===== config.mk =====
export PLATFORM = sky130hd
export DESIGN_NAME = sprite_compositor
export DESIGN_NICKNAME = d
export VERILOG_FILES = /design/src/rtl/sprite_compositor.sv
export SDC_FILE = /design/constraint.sdc
export NUM_CORES = 1
export LEC_CHECK = 0
export ABC_AREA = 1
export CORE_MARGIN = 2
export CORE_UTILIZATION = 49
export DETAILED_ROUTE_END_ITERATION = 10
export PLACE_DENSITY = 0.71
export REMOVE_ABC_BUFFERS = 1
export SKIP_CTS_REPAIR_TIMING = 1
export SLEW_MARGIN = 20
export SYNTH_ARGS = -nofsm -noshare
export SYNTH_HDL_FRONTEND = slang
export SYNTH_SLANG_ARGS = --single-unit

===== constraint.sdc =====
create_clock -name clk -period 19.45 [get_ports clk]
set_clock_uncertainty 0.15 [all_clocks]
set_input_delay 3.89 -clock clk [delete_from_list [all_inputs] [get_ports clk]]
set_output_delay 3.89 -clock clk [all_outputs]
set_load 0.05 [all_outputs]

===== src/rtl/sprite_compositor.sv =====
// sprite_compositor
//   Multi-sprite pixel compositor on the VGA display path. Each sprite channel
//   holds a double-buffered position (shadow written any time, committed at
//   frame end), tests the current pixel against its box and walks a row-major
//   ROM address counter. A two-stage pixel pipeline then merges the sprite ROM
//   bits over the background in fixed priority (lowest index wins) and
//   accumulates per-sprite overlap flags, reported once per frame.
//
// Ports
//   clk, reset        system clock, asynchronous active-high reset
//   pix_en            pixel strobe; all pipeline/frame state moves only with it
//   x, y, active      current pixel coordinates and visible-region flag
//   screen_end        frame boundary, sampled with pix_en
//   wr_en, wr_sel,
//   wr_x, wr_y, wr_vis shadow position write port (not gated by pix_en)
//   rom_addr          per-sprite ROM address, sprite i at [i*ADDR_W +: ADDR_W]
//   rom_data, bg_data ROM bits for the previous pixel, returned before next pix_en
//   sprite_color      per-sprite opaque color, sprite i at [i*COLOR_W +: COLOR_W]
//   fg_color,bg_color colors for background bit 1 / 0
//   color_out         composited pixel, two pixel enables after its x/y
//   collision         per-sprite collision flags of the previous frame

// One sprite channel: position registers, box hit test and address counter.
module sprite_channel #(
  parameter int SPRITE_W = 60,
  parameter int SPRITE_H = 80,
  parameter int ADDR_W   = 13
) (
  input  logic              clk,
  input  logic              reset,
  input  logic              pix_en,
  input  logic              screen_end,
  input  logic [9:0]        x,
  input  logic [8:0]        y,
  input  logic              wr,
  input  logic [9:0]        wr_x,
  input  logic [8:0]        wr_y,
  input  logic              wr_vis,
  output logic              hit,
  output logic [ADDR_W-1:0] addr
);
  localparam int               LAST_I = SPRITE_W * SPRITE_H - 1;
  localparam logic [ADDR_W-1:0] LAST  = LAST_I[ADDR_W-1:0];
  localparam logic [10:0]      SW11   = SPRITE_W[10:0];
  localparam logic [10:0]      SH11   = SPRITE_H[10:0];

  logic [9:0]        sh_x, cm_x;
  logic [8:0]        sh_y, cm_y;
  logic              sh_vis, cm_vis;
  logic [ADDR_W-1:0] cnt;
  logic [10:0]       x_end, y_end;

  // Shadow takes writes on any clk; the committed copy only moves at frame
  // end, so a write landing on the screen_end clk waits one more frame.
  always_ff @(posedge clk or posedge reset) begin
    if (reset) begin
      sh_x   <= '0;
      sh_y   <= '0;
      sh_vis <= 1'b0;
      cm_x   <= '0;
      cm_y   <= '0;
      cm_vis <= 1'b0;
    end else begin
      if (wr) begin
        sh_x   <= wr_x;
        sh_y   <= wr_y;
        sh_vis <= wr_vis;
      end
      if (pix_en && screen_end) begin
        cm_x   <= sh_x;
        cm_y   <= sh_y;
        cm_vis <= sh_vis;
      end
    end
  end

  // 11-bit box ends: a sprite hanging off the right/bottom edge is clipped
  // rather than wrapping back to column/row 0.
  assign x_end = {1'b0, cm_x} + SW11;
  assign y_end = {2'b0, cm_y} + SH11;
  assign hit   = cm_vis && (x >= cm_x) && ({1'b0, x} < x_end) &&
                 (y >= cm_y) && ({2'b0, y} < y_end);

  // addr is the pre-increment count, so the first hit pixel of a frame reads
  // ROM word 0 and the ROM has until the next pix_en to return it.
  always_ff @(posedge clk or posedge reset) begin
    if (reset) begin
      cnt  <= '0;
      addr <= '0;
    end else if (pix_en) begin
      addr <= cnt;
      if (screen_end)
        cnt <= '0;
      else if (hit && cnt != LAST)
        cnt <= cnt + 1'b1;
    end
  end
endmodule

module sprite_compositor #(
  parameter int NUM_SPRITES = 4,
  parameter int SPRITE_W    = 60,
  parameter int SPRITE_H    = 80,
  parameter int ADDR_W      = 13,
  parameter int COLOR_W     = 12
) (
  input  logic                           clk,
  input  logic                           reset,
  input  logic                           pix_en,
  input  logic [9:0]                     x,
  input  logic [8:0]                     y,
  input  logic                           active,
  input  logic                           screen_end,
  input  logic                           wr_en,
  input  logic [2:0]                     wr_sel,
  input  logic [9:0]                     wr_x,
  input  logic [8:0]                     wr_y,
  input  logic                           wr_vis,
  output logic [NUM_SPRITES*ADDR_W-1:0]  rom_addr,
  input  logic [NUM_SPRITES-1:0]         rom_data,
  input  logic                           bg_data,
  input  logic [NUM_SPRITES*COLOR_W-1:0] sprite_color,
  input  logic [COLOR_W-1:0]             fg_color,
  input  logic [COLOR_W-1:0]             bg_color,
  output logic [COLOR_W-1:0]             color_out,
  output logic [NUM_SPRITES-1:0]         collision
);
  logic [NUM_SPRITES-1:0] hit, hit_d, opaque, col_set, frame_col;
  logic                   active_d;
  logic [COLOR_W-1:0]     pick;

  // wr_sel values with no matching channel select nothing and are dropped.
  for (genvar i = 0; i < NUM_SPRITES; i++) begin : g_ch
    sprite_channel #(
      .SPRITE_W (SPRITE_W),
      .SPRITE_H (SPRITE_H),
      .ADDR_W   (ADDR_W)
    ) u_ch (
      .clk        (clk),
      .reset      (reset),
      .pix_en     (pix_en),
      .screen_end (screen_end),
      .x          (x),
      .y          (y),
      .wr         (wr_en && (wr_sel == 3'(i))),
      .wr_x       (wr_x),
      .wr_y       (wr_y),
      .wr_vis     (wr_vis),
      .hit        (hit[i]),
      .addr       (rom_addr[i*ADDR_W +: ADDR_W])
    );
  end

  // Stage 2: rom_data/bg_data belong to the pixel captured in hit_d.
  assign opaque = hit_d & rom_data;

  // Walk from the highest index down so the lowest opaque sprite wins.
  always_comb begin
    pick = bg_data ? fg_color : bg_color;
    for (int i = NUM_SPRITES - 1; i >= 0; i--)
      if (opaque[i]) pick = sprite_color[i*COLOR_W +: COLOR_W];
  end

  // A sprite collides when it and at least one other sprite are opaque here.
  always_comb begin
    col_set = '0;
    for (int i = 0; i < NUM_SPRITES; i++)
      col_set[i] = opaque[i] && ((opaque & ~(NUM_SPRITES'(1) << i)) != '0);
  end

  always_ff @(posedge clk or posedge reset) begin
    if (reset) begin
      hit_d     <= '0;
      active_d  <= 1'b0;
      color_out <= '0;
      frame_col <= '0;
      collision <= '0;
    end else if (pix_en) begin
      hit_d     <= hit;
      active_d  <= active;
      color_out <= active_d ? pick : '0;
      // The boundary pixel's own overlaps still belong to the ending frame.
      if (screen_end) begin
        collision <= frame_col | col_set;
        frame_col <= '0;
      end else begin
        frame_col <= frame_col | col_set;
      end
    end
  end
endmodule


== Word-level counts from Yosys, hierarchy flattened ==
Cells that the tools add are included.

* Bits in latches: 0
* Output and inout bits: 68
* ROM bits: 0
* Bits of input ports: 125
* Memories kept: 0
* Word-level logic and storage cells: 132
* Register bits after elaboration: 289
* RAM bits: 0

* Multiply operators: 0
* Reductions and logical operators: 43
* Add/sub/neg operators: 12
* Eq/ne operators: 7
* Div/mod/pow operators: 0
* Shift-type cells: 0
* Bitwise operators: 2
* Multiplexer cells: 15
* Magnitude comparators: 16

{| class="wikitable"
|+ Operator list
! kind !! number
|-
| $mux 13 || 8
|-
| $mux 12 || 6
|-
| $add 13x1->13 const B || 4
|-
| $ne 13x13->1 const B || 4
|-
| $add 10x6->11 const B || 4
|-
| $lt 10x11->1 || 4
|-
| $lt 9x11->1 || 4
|-
| $add 9x7->10 const B || 4
|-
| $ge 10x10->1 || 4
|-
| $ge 9x9->1 || 4
|-
| $logic_and 1x1->1 || 29
|-
| $reduce_bool 4->1 || 4
|-
| $reduce_and 2->1 || 5
|-
| $reduce_bool 2->1 || 4
|-
| $eq 3x2->1 const B || 2
|-
| $and 4x4->4 || 1
|-
| $mux 4 || 1
|-
| $or 4x4->4 || 1
|-
| $eq 3x1->1 const B || 1
|-
| $logic_not 3->1 || 1
|}

== Logic depth before layout (Yosys ltp) ==
Gate-level depths: netlist (run 1).

* Depth in word-level cells: 8
* Mapped depth: 17
* Gate-level depth less buffers: 16

== Modules after synthesis ==
From an unflattened synthesis (run 1), not the netlist that was laid out.

* Cell total of the unflattened synthesis: 2,261
* Area, all modules: 17,204.0 µm²

{| class="wikitable"
|+ Modules (own cells, without submodules)
! module !! sequential area each (µm²) !! cells each !! times used !! area each (µm²)
|-
| sprite_channel (g_ch[1].u_ch ...) || 1,651.6 || 486 || 2 || 3,826.2
|-
| sprite_channel (g_ch[2].u_ch) || 1,651.6 || 484 || 1 || 3,876.2
|-
| sprite_channel (g_ch[0].u_ch) || 1,651.6 || 485 || 1 || 3,822.4
|-
| sprite_compositor || 625.6 || 320 || 1 || 1,853.0
|}

== Least setup slack after synthesis (run 1) ==
No wires, ideal clock.

* Kind: in2reg
* From: input y[4]
* To: register g_ch[2].u_ch.cnt[0]
* Library setup time: 0.117 ns
* Cell stages on the path: 11
* Path buffers: 1
* Slack: 13.997 ns
* Arrival: 5.186 ns
* Path through: ha_1 inv_1 a21oi_1 o21ai_1 nand3_1 nand2_1 nor2_1 nand4_4 buf_2 nand3_1 nand2_1

* Cells in the longest elaborated chain, start to end: 6

{| class="wikitable"
|+ Ends and longest elaborated chain
! element !! line !! source
|-
| start, declared || 111 || <nowiki>input logic [8:0] y,</nowiki>
|-
| $ge 9x9->1 || 82 || <nowiki>(y >= cm_y) && ({2'b0, y} < y_end);</nowiki>
|-
| $logic_and 1x1->1 || 81 || <nowiki>assign hit = cm_vis && (x >= cm_x) && ({1'b0, x} < x_end) &&</nowiki>
|-
| $logic_and 1x1->1 (*) || 82 ||
|-
| $logic_and 1x1->1 (*) || 94 || <nowiki>else if (hit && cnt != LAST)</nowiki>
|-
| $reduce_bool 2->1 (no source line) (*) || - ||
|-
| $reduce_and 2->1 (no source line) (*) || - ||
|-
| end signal, assigned || 95 || <nowiki>cnt <= cnt + 1'b1;</nowiki>
|-
| end, declared || 50 || <nowiki>logic [ADDR_W-1:0] cnt;</nowiki>
|}

Mark *: on every way between the ends. The rest lies on a longest branch, timed or not.
A chain may end at the register's enable or synchronous reset.

== Final worst setup path (run 1) ==
* From: input pix_en
* To: register g_ch[3].u_ch.cm_y[6]

* Cells in the longest elaborated chain, start to end: 1

{| class="wikitable"
|+ Ends and longest elaborated chain
! element !! line !! source
|-
| start, declared || 109 || <nowiki>input logic pix_en,</nowiki>
|-
| $logic_and 1x1->1 || 69 || <nowiki>if (pix_en && screen_end) begin</nowiki>
|-
| end signal, assigned || 71 || <nowiki>cm_y <= sh_y;</nowiki>
|-
| end, declared || 48 || <nowiki>logic [8:0] sh_y, cm_y;</nowiki>
|}

No other way between the ends.

==> results by group, run 1 <==
Yosys
  – Number of synthesized flops with an enable pin: 0
  – Yosys top cell area share: 0.436
  – Yosys cell types: 46
  – Largest family of logic cells by synthesized area: simple AND/OR/NAND/NOR gates
  – #FFs+latches synth: 289
  – Multiplexer share of the synthesized area: 0.00611
  – Syn Area/Cell: 7.97 um^2
  – Async S/R FF share, synth: 1.00
  – Post-synthesis compound-gate area fraction: 0.120
  – Synth Area in Adders: 0.106
  – Syn. warnings: 0
  – Ys flop type: dfrtp_1
  – Simple-gate share of the synthesized area: 0.233
  – Synth top area cells: dfrtp_1 44%, nand2_1 11%, ha_1 11%
  – XOR/XNOR Fraction of Synth Area: 0.0259
  – Post-Syn Area: 0.0166 mm^2
  – Seq/Total Area, Yosys: 0.436
  – Cells after synthesis: 2080
  – Area leader, netlist: dfrtp_1

Floorplanning
  – Num rows: 67
  – Die Width: 188 um
  – # IOs: 193
  – Die Height: 188 um
  – Core footprint: 0.0334 mm^2
  – Die area: 0.0353 mm^2
  – Initial Utilization: 0.496

Detailed routing
  – Wire per inst: 16.0 um
  – Router iterations before antenna repair: 7
  – Iter 0 DRT Violations: 1049
  – Via/cell ratio: 5.37
  – DRT antenna net count: 0
  – Detailed Route WL: 43.4 mm
  – Vias after detailed routing: 14600
  – Remaining DRCs: 0

Clock tree
  – Clk buf depth: 3
  – CTS tree: built
  – Cts bufs inserted: 34
  – CTS clk-pin slew, worst paths: 0.06 ns
  – Clk root buf: clkbuf_16
  – Clk_lat worst skew: 0.52 ns
  – CTS H-tree lvls: 2
  – Clk sink count: 289

Global routing
  – All-Layer GR Usage: 0.248
  – First-pass GRT wire length: 71.8 mm
  – Total grt overflow: 0
  – Vias in the first global route: 14100
  – Antenna violations before repair: 0
  – Largest net degree at the start of global routing: 185

STA
  – RSZ-0062 raised after global routing: false
  – Hold_ws: 0.307 ns
  – Final Max Tran Viols: 0
  – Fin crit share: 0.334
  – Worst rel slew slack: 0.248
  – Final setup margin: 12.95 ns
  – Final Setup Violations: 0
  – Worst-Margin Slew: 1.13 ns
  – Min Tclk post-route: 6.50 ns
  – Endpoints failing hold: 0
  – Fmax: 0.154 GHz
  – Setup TNS Final: 0 ns

Place
  – Placed cells: 2648
  – Port Buf Inserts: 192
  – Cell Area, Placed: 0.0188 mm^2
  – Dpl hpwl: 30.5 mm
  – Dpl ws: 12.45 ns
  – Gp weighted congestion: 0.874

Setup path
  – Required time worst endpoint: 19.65 ns
  – Slowest stage delay, CP: 0.72 ns
  – CP arrival: 6.70 ns
  – Delay-heaviest family, CP: buffers and inverters
  – Crit-path cells: buf_4 -> buf_4 -> nand2_2 -> clkinv_2 -> buf_4 -> o21ai_0
  – Slowest stage cell on the critical path: buf_4
  – Cell mode on critical path: buf_4
  – Crit-path max FO: 84
  – Crit end category: flip-flop
  – Crit path buf inv count: 4
  – Setup Crit Path Kind: in -> reg
  – Startpoint class of the critical path: input pin
  – R2R Setup Slk: 16.27 ns

Power
  – Pwr/cell area: 95.3 mW/mm^2
  – Net switching power: 0.623 mW
  – Int Pwr: 1.28 mW
  – Combinational power share: 0.263
  – Pleak: 9.64 nW
  – Sw frac: 0.327
  – VDD IR max: 72.2 uV
  – Sequential share of power: 0.386
  – Clock power frac: 0.351

Final layout
  – Fillers: 2925
  – Most common cell after layout, fill and taps aside: nand2_1
  – NumNets Final: 2502
  – Area delta synth->final: 20.7%
  – Final non-filler cell total: 2710
  – Ant diodes: 0
  – Most frequent cells in the layout: 506 x nand2_1, 289 x dfrtp_1, 216 x inv_1, 216 x o21ai_0, 191 x clkdlybuf4s50_1
  – Final Cell Area: 0.0200 mm^2
  – Share of layout cells above drive strength 1: 0.0517

Outcome
  – Outcome: finished clean

Run
  – MaxCap Viol Count: 0

Hold path
  – Hold crit path type: reg -> reg
-- tightest hold or removal path: stages (launching register included) --
cell and delay [ns]:
dfrtp_1 0.34, nand2_1 0.05, nand2_1 0.05
-- final timing paths --
kind | start | end | cells after the start
worst max-delay path | pix_en | g_ch[3].u_ch.cm_y[6] | 6
min in group asynchronous | reset | color_out[3] | 2
worst max register to register | g_ch[0].u_ch.cm_x[2] | g_ch[0].u_ch.cnt[1] | 15
worst min register to register | g_ch[0].u_ch.sh_vis | g_ch[0].u_ch.cm_vis | 2
worst min-delay path | g_ch[0].u_ch.sh_vis | g_ch[0].u_ch.cm_vis | 2
max in group asynchronous | reset | g_ch[1].u_ch.sh_y[1] | 4
-- state kept, by name (all words and copies together) (netlist names), 12 cells and up --
signal / count
g_ch.u_ch.sh_x: 40
g_ch.u_ch.cm_x: 40
g_ch.u_ch.sh_y: 36
color_out: 12
g_ch.u_ch.cm_y: 36
g_ch.u_ch.addr: 52
g_ch.u_ch.cnt: 52
-- routing by layer --
layer	global-route usage	vias up	routed length [um]
met3	0.0333	66	2340
met1	0.333	6937	19500
met5	0	-	0
met2	0.424	402	20500
li1	-	7157	-
met4	0.0663	0	961
-- cell type report --
class                      instances  area (um^2)  area share
tap                              448          561      0.0280
clock inverter                    13          194     0.00969
clock buffer                      48          985      0.0492
multi-input combinational       1478         8130       0.406
inverter                         233          883      0.0442
sequential                       289         7230       0.362
timing repair buffer             201         2020       0.101
-- power by group through the flow --
stage	logic (mW)	clock network, mW	registers, mW
after detailed placement	0.499	0	0.746
after floorplan	0.303	0	0.773
after global routing	0.570	0.706	0.747
final	0.502	0.669	0.737
after CTS	0.502	0.680	0.737
after global placement	0.479	0	0.744
-- logic make-up after synthesis --
kind of cell	after synthesis
adders and majority gates	140
DFF	289
xor gates and xnor gates	49
AOI/OAI and AO/OA	376
and+or+nand+nor	904
buffers and inverters	313
muxes	9
-- metrics by stage --
step,total power [mW],util
2_1_floorplan,1.08,-
3_3_place_gp,1.22,0.562
3_5_place_dp,1.25,0.562
4_1_cts,1.92,0.597
5_1_grt,2.02,0.598
6_report,1.91,0.598
-- synth_stat cells, types with 2 or more instances --
cell type	count
o21ai_2	3
a21oi_1	109
o21ai_0	216
nand4_1	42
nor2_1	167
xor2_1	43
ha_1	140
nor4_1	5
buf_6	3
nand3_2	4
o211ai_1	10
nand2_1	507
nand3b_1	5
nor3b_1	2
clkbuf_1	55
buf_4	2
buf_1	10
or2_1	2
o21ai_1	8
a31oi_1	11
nor2_2	6
nand3_1	125
nor3_2	5
buf_2	10
mux2_2	9
xnor2_1	6
o21a_1	8
dfrtp_1	289
o22ai_1	3
inv_2	16
nor3_1	26
inv_1	217
a21o_1	3
No activity file was read; power rests on OpenSTA's default activity.
==> inputs of run 2 (changes only) <==
clock period = 6.2 ns   (was 19.45 ns; I/O delays follow)
==> run 2 against run 1 <==
- routed wire length increased by 0.21%
- combinational power increased to 3.1 times the previous value
- clock-buffer cell count decreased by 3
- first-iteration DRC count decreased by 19%
- clock power increased to 2.7 times the previous value
- sequential share of layout area increased by 0.34 points
- flip-flop and latch count unchanged
- sequential power increased to 3.1 times the previous value
- highest routed layer unchanged
==> results by group, run 2 (synthesis results as in run 1) <==
Outcome
  – Outcome: finished clean

STA
  – Final setup margin: 2.47 ns (-10.48 ns)
  – Fin crit share: 0.602
  – Final Setup Violations: 0 (unchanged)
  – Worst rel slew slack: 0.246 (-0.00199)
  – Endpoints failing hold: 0 (unchanged)
  – Final Max Tran Viols: 0 (unchanged)
  – Worst-Margin Slew: 1.13 ns (+0.00299 ns)
  – Setup TNS Final: 0 ns (unchanged)
  – Min Tclk post-route: 3.73 ns
  – Fmax: 0.268 GHz
  – RSZ-0062 raised after global routing: false

Floorplanning
  – Num rows: 67 (unchanged)
  – # IOs: 193 (unchanged)
  – Die Height: 188 um (unchanged)
  – Die Width: 188 um (unchanged)
  – Core footprint: 0.0334 mm^2 (unchanged)
  – Initial Utilization: 0.496 (unchanged)
  – Die area: 0.0353 mm^2 (unchanged)

Setup path
  – Setup crit start: y[8]
  – Crit-path max FO: 14 (-83%)
  – Reg2reg end: g_ch[3].u_ch.cnt[12]
  – CP arrival: 4.06 ns (-2.64 ns)
  – R2R cell count: 14 (-1)
  – Required time worst endpoint: 6.53 ns (-13.12 ns)
  – R2R Setup Slk: 3.02 ns (-13.25 ns)
  – Setup Crit Path Kind: in -> reg
  – Reg-to-Reg Start: g_ch[3].u_ch.cm_x[2]
  – Worst setup endpoint: g_ch[0].u_ch.cnt[10]
  – Crit end category: flip-flop
  – Startpoint class of the critical path: input pin

Final layout
  – Biggest regs: g_ch.u_ch.addr: 52 flops, g_ch.u_ch.cnt: 52 flops
  – Most frequent cells in the layout: 506 x nand2_1, 289 x dfrtp_1, 216 x inv_1, 216 x o21ai_0, 191 x clkdlybuf4s50_1
  – Fillers: 2960 (+1.2%)
  – Ant diodes: 0 (unchanged)
  – NumNets Final: 2501 (-0.040%)
  – Most common cell after layout, fill and taps aside: nand2_1
  – Area delta synth->final: 19.6%
  – Share of layout cells above drive strength 1: 0.0479 (-0.00385)

Detailed routing
  – Iter 0 DRT Violations: 853 (-19%)
  – Remaining DRCs: 0 (unchanged)
  – Vias after detailed routing: 14500 (-0.66%)
  – Via/cell ratio: 5.35 (-0.44%)
  – Router iterations before antenna repair: 5 (-2)
  – Detailed Route WL: 43.5 mm (+0.21%)
  – DRT antenna net count: 0 (unchanged)
  – Wire per inst: 16.1 um (+0.43%)

Place
  – Dpl hpwl: 30.9 mm (+1.2%)
  – Port Buf Inserts: 192 (unchanged)
  – Dpl ws: 1.94 ns (-10.51 ns)
  – Gp weighted congestion: 0.911 (+4.1%)

Global routing
  – First-pass GRT wire length: 71.7 mm (-0.14%)
  – Largest net degree at the start of global routing: 126 (-32%)
  – Vias in the first global route: 14200 (+0.37%)
  – All-Layer GR Usage: 0.247 (-0.00119)
  – Total grt overflow: 0 (unchanged)
  – Antenna violations before repair: 0 (unchanged)

Power
  – VDD IR max: 210 uV (+190%)
  – Pleak: 9.56 nW (-0.83%)
  – Pwr/cell area: 288 mW/mm^2 (+200%)

Clock tree
  – Clk_lat worst skew: 0.56 ns (+0.04 ns)
  – CTS clk-pin slew, worst paths: 0.06 ns (about the same)
  – Clk root buf: clkbuf_16
  – Cts bufs inserted: 31 (-8.8%)
  – Clk buf depth: 3 (unchanged)
  – Clk sink count: 289 (unchanged)
  – CTS H-tree lvls: 1 (-1)
  – CTS tree: built

Hold path
  – Hold crit path type: reg -> reg

Run
  – MaxCap Viol Count: 0 (unchanged)
[run 2: cell count changes in the layout (fill, tap and decap cells not counted), sizes merged]
cell,delta
bufinv,-1
clkbuf,-3
clkinvlp,-3
buf,+2
inv,-1
[run 2: worst min-delay path by stage]
stage / startpoint / endpoint / slack (ns) / cells after the start
after floorplan: g_ch[0].u_ch.sh_vis / g_ch[0].u_ch.cm_vis / 0.29 / 2
after CTS: g_ch[3].u_ch.sh_y[0] / g_ch[3].u_ch.cm_y[0] / 0.32 / 2
after detailed placement: g_ch[3].u_ch.sh_x[0] / g_ch[3].u_ch.cm_x[0] / 0.31 / 2
after global placement: g_ch[0].u_ch.sh_x[0] / g_ch[0].u_ch.cm_x[0] / 0.30 / 2
after global routing: g_ch[3].u_ch.sh_vis / g_ch[3].u_ch.cm_vis / 0.35 / 2
final: g_ch[3].u_ch.sh_x[0] / g_ch[3].u_ch.cm_x[0] / 0.32 / 2
[run 2: through the flow]
step                      cells  power, mW  hold slack [ns]  instance area [um^2]  utilization
final                      2704       5.70            0.325                 19800        0.593
after global routing       2704       6.07            0.346                 19800        0.593
after CTS                  2704       5.75            0.325                 19800        0.593
after detailed placement   2651       3.91            0.308                 18800        0.563
after global placement     2651       3.84            0.305                 18800        0.563
after floorplan            2000       3.38            0.292                 16200            -
[run 2: report_power, final]
| part | internal (mW) | switching [mW] |
|---|---|---|
| clock network | 1.08 | 0.736 |
| logic | 0.606 | 0.969 |
| registers | 2.14 | 0.171 |
[run 2: cell type report]
cell class | count | area [um^2] | area share
inverter | 233 | 885 | 0.0446
tap | 448 | 561 | 0.0283
clock buffer | 45 | 868 | 0.0438
timing repair buffer | 203 | 2030 | 0.102
sequential | 289 | 7230 | 0.365
multi-input combinational | 1478 | 8130 | 0.410
clock inverter | 8 | 118 | 0.00593
[run 2: per-layer routing]
metal / GRT usage / routed length [um] / vias up
li1: - / - / 7135
met1: 0.335 / 19800 / 6861
met2: 0.412 / 20100 / 383
met3: 0.0339 / 2330 / 87
met4: 0.0757 / 1230 / 0
met5: 0 / 0 / -
[run 2: worst max-delay path, stage by stage]
cell	delay, ns
clkdlybuf4s50_1	0.70
ha_1	0.48
nand2_1	0.09
nor2_1	0.16
nand2_1	0.08
o2111ai_1	0.34
nand4_2	0.42
nand2_2	0.37
nand2_1	0.09
nand2_1	0.08
==> inputs of run 3 (changes only) <==
PLACE_DENSITY = 0.74   (was 0.71)
clock period = 3.4 ns   (was 6.2 ns; I/O delays follow)
==> run 3 against run 2 <==
- global-route usage rose by 0.13 points
- final area rose by 0.90%
- clock power rose by 79%
- largest power group unchanged
- highest routed layer is now met5
==> results by group, run 3 (synthesis results as in run 1) <==
Place
  – Cell Area, Placed: 0.0190 mm^2 (+1.1%)
  – Gp weighted congestion: 0.967 (+6.2%)
  – Placed cells: 2675 (+0.91%)
  – Dpl hpwl: 31.5 mm (+1.8%)
  – Port Buf Inserts: 192 (unchanged)

Global routing
  – Vias in the first global route: 14800 (+4.4%)
  – Largest net degree at the start of global routing: 74 (-41%)
  – First-pass GRT wire length: 72.7 mm (+1.5%)
  – Antenna violations before repair: 1 (+1)
  – Total grt overflow: 0 (unchanged)
  – All-Layer GR Usage: 0.248 (+0.00129)

Floorplanning
  – Die Width: 188 um (unchanged)
  – Die Height: 188 um (unchanged)
  – Die area: 0.0353 mm^2 (unchanged)
  – Initial Utilization: 0.496 (unchanged)
  – # IOs: 193 (unchanged)
  – Core footprint: 0.0334 mm^2 (unchanged)
  – Num rows: 67 (unchanged)

STA
  – Final Setup Violations: 0 (unchanged)
  – RSZ-0062 raised after global routing: false
  – Fin crit share: 0.867
  – Endpoints failing hold: 0 (unchanged)
  – Final Max Tran Viols: 0 (unchanged)
  – Fmax: 0.339 GHz
  – Worst-Margin Slew: 0.626 ns (-0.505 ns)
  – Worst rel slew slack: 0.583 (+0.337)
  – Min Tclk post-route: 2.95 ns

Hold path
  – Hold crit path type: in -> reg
  – Hold_sp: pix_en

Clock tree
  – Clk_lat worst skew: 0.57 ns (about the same)
  – Clk buf depth: 3 (unchanged)
  – Clk root buf: clkbuf_16
  – CTS H-tree lvls: 1 (unchanged)
  – Clk sink count: 289 (unchanged)
  – CTS tree: built
  – CTS clk-pin slew, worst paths: 0.07 ns (about the same)
  – Cts bufs inserted: 31 (unchanged)

Run
  – MaxCap Viol Count: 0 (unchanged)

Final layout
  – Fillers: 2907 (-1.8%)
  – Final non-filler cell total: 2730 (+0.96%)
  – Ant diodes: 0 (unchanged)
  – NumNets Final: 2525 (+0.96%)
  – Biggest regs: g_ch.u_ch.addr: 52 flops, g_ch.u_ch.cnt: 52 flops
  – Share of layout cells above drive strength 1: 0.0583 (+0.0104)
  – Final Cell Area: 0.0200 mm^2 (+0.90%)
  – FF+latch area: 0.00723 mm^2 (unchanged)
  – Most frequent cells in the layout: 506 x nand2_1, 289 x dfrtp_1, 216 x inv_1, 216 x o21ai_0, 191 x clkdlybuf4s50_1
  – Area delta synth->final: 20.6%
  – Area of the multi-input gates: 0.00813 mm^2 (unchanged)
  – Most common cell after layout, fill and taps aside: nand2_1

Detailed routing
  – DRT antenna net count: 0 (unchanged)
  – Detailed Route WL: 43.7 mm (+0.43%)
  – Iter 0 DRT Violations: 1128 (+32%)
  – Router iterations before antenna repair: 6 (+1)
  – Wire per inst: 16.0 um (-0.53%)
  – Vias after detailed routing: 14700 (+1.7%)
  – Via/cell ratio: 5.39 (+0.72%)
  – Remaining DRCs: 0 (unchanged)

Setup path
  – CP arrival: 3.25 ns (-0.81 ns)
  – Required time worst endpoint: 3.70 ns (-2.83 ns)
  – Startpoint class of the critical path: flip-flop
  – Crit-path max FO: 14 (unchanged)
  – Setup Crit Path Kind: reg -> reg
  – Crit end category: flip-flop
  – Setup crit start: g_ch[3].u_ch.cm_x[2]
  – Reg-to-Reg Start: g_ch[3].u_ch.cm_x[2]

Outcome
  – Outcome: finished clean

Power
  – Pwr/cell area: 517 mW/mm^2 (+80%)
  – VDD IR max: 421 uV (+100%)
  – Pleak: 9.67 nW (+1.1%)
run 3: metal layers:
layer / track usage / share of wire
met5: 0 / 0.00027
met4: 0.0842 / 0.030
met3: 0.0299 / 0.057
met2: 0.424 / 0.48
met1: 0.328 / 0.44
run 3: through the flow:
step	util	power, mW	setup slack, ns	hold WS (ns)	TNS [ns]
3_3_place_gp	0.569	7.01	0.122	0.301	0
2_1_floorplan	-	6.16	-5.41	0.292	-1586.40
4_1_cts	0.598	10.4	0.501	0.291	0
6_report	0.598	10.3	0.451	0.315	0
3_5_place_dp	0.569	7.12	0.0825	0.315	0
5_1_grt	0.598	11.0	0.262	0.329	0
run 3: area by class of cell:
class	count	share of cell area
sequential	289	0.362
tap	448	0.0280
inverter	233	0.0442
timing repair buffer	227	0.112
clock buffer	47	0.0443
multi-input combinational	1478	0.407
clock inverter	8	0.00369
run 3: power by group:
group          switching [mW]  internal [mW]  leakage (nW)
clock                    1.40           1.86         0.466
sequential              0.306           3.90          3.75
combinational            1.76           1.13          5.45
run 3: final timing paths:
kind,end,cells past startpoint,slack (ns)
worst max-delay path,g_ch[3].u_ch.cnt[4],15,0.45
worst min-delay path,hit_d[0],2,0.31
worst max register to register,g_ch[3].u_ch.cnt[4],15,0.45
worst min register to register,g_ch[2].u_ch.cm_x[6],2,0.32
max in group asynchronous,g_ch[3].u_ch.addr[9],3,1.92
min in group asynchronous,color_out[6],2,0.44
run 3: worst max-delay path: stages (launching register included):
cell and delay [ns]:
dfrtp_1 0.39, inv_1 0.14, ha_1 0.22, nand3_1 0.19, xor2_1 0.19, ha_1 0.30
a21o_1 0.18, nor2_1 0.09, nand2_1 0.09, nand2_1 0.07, nand2_1 0.08, a21oi_1 0.25
nand4_1 0.12, buf_4 0.21, nand3_1 0.10, nand2_1 0.07
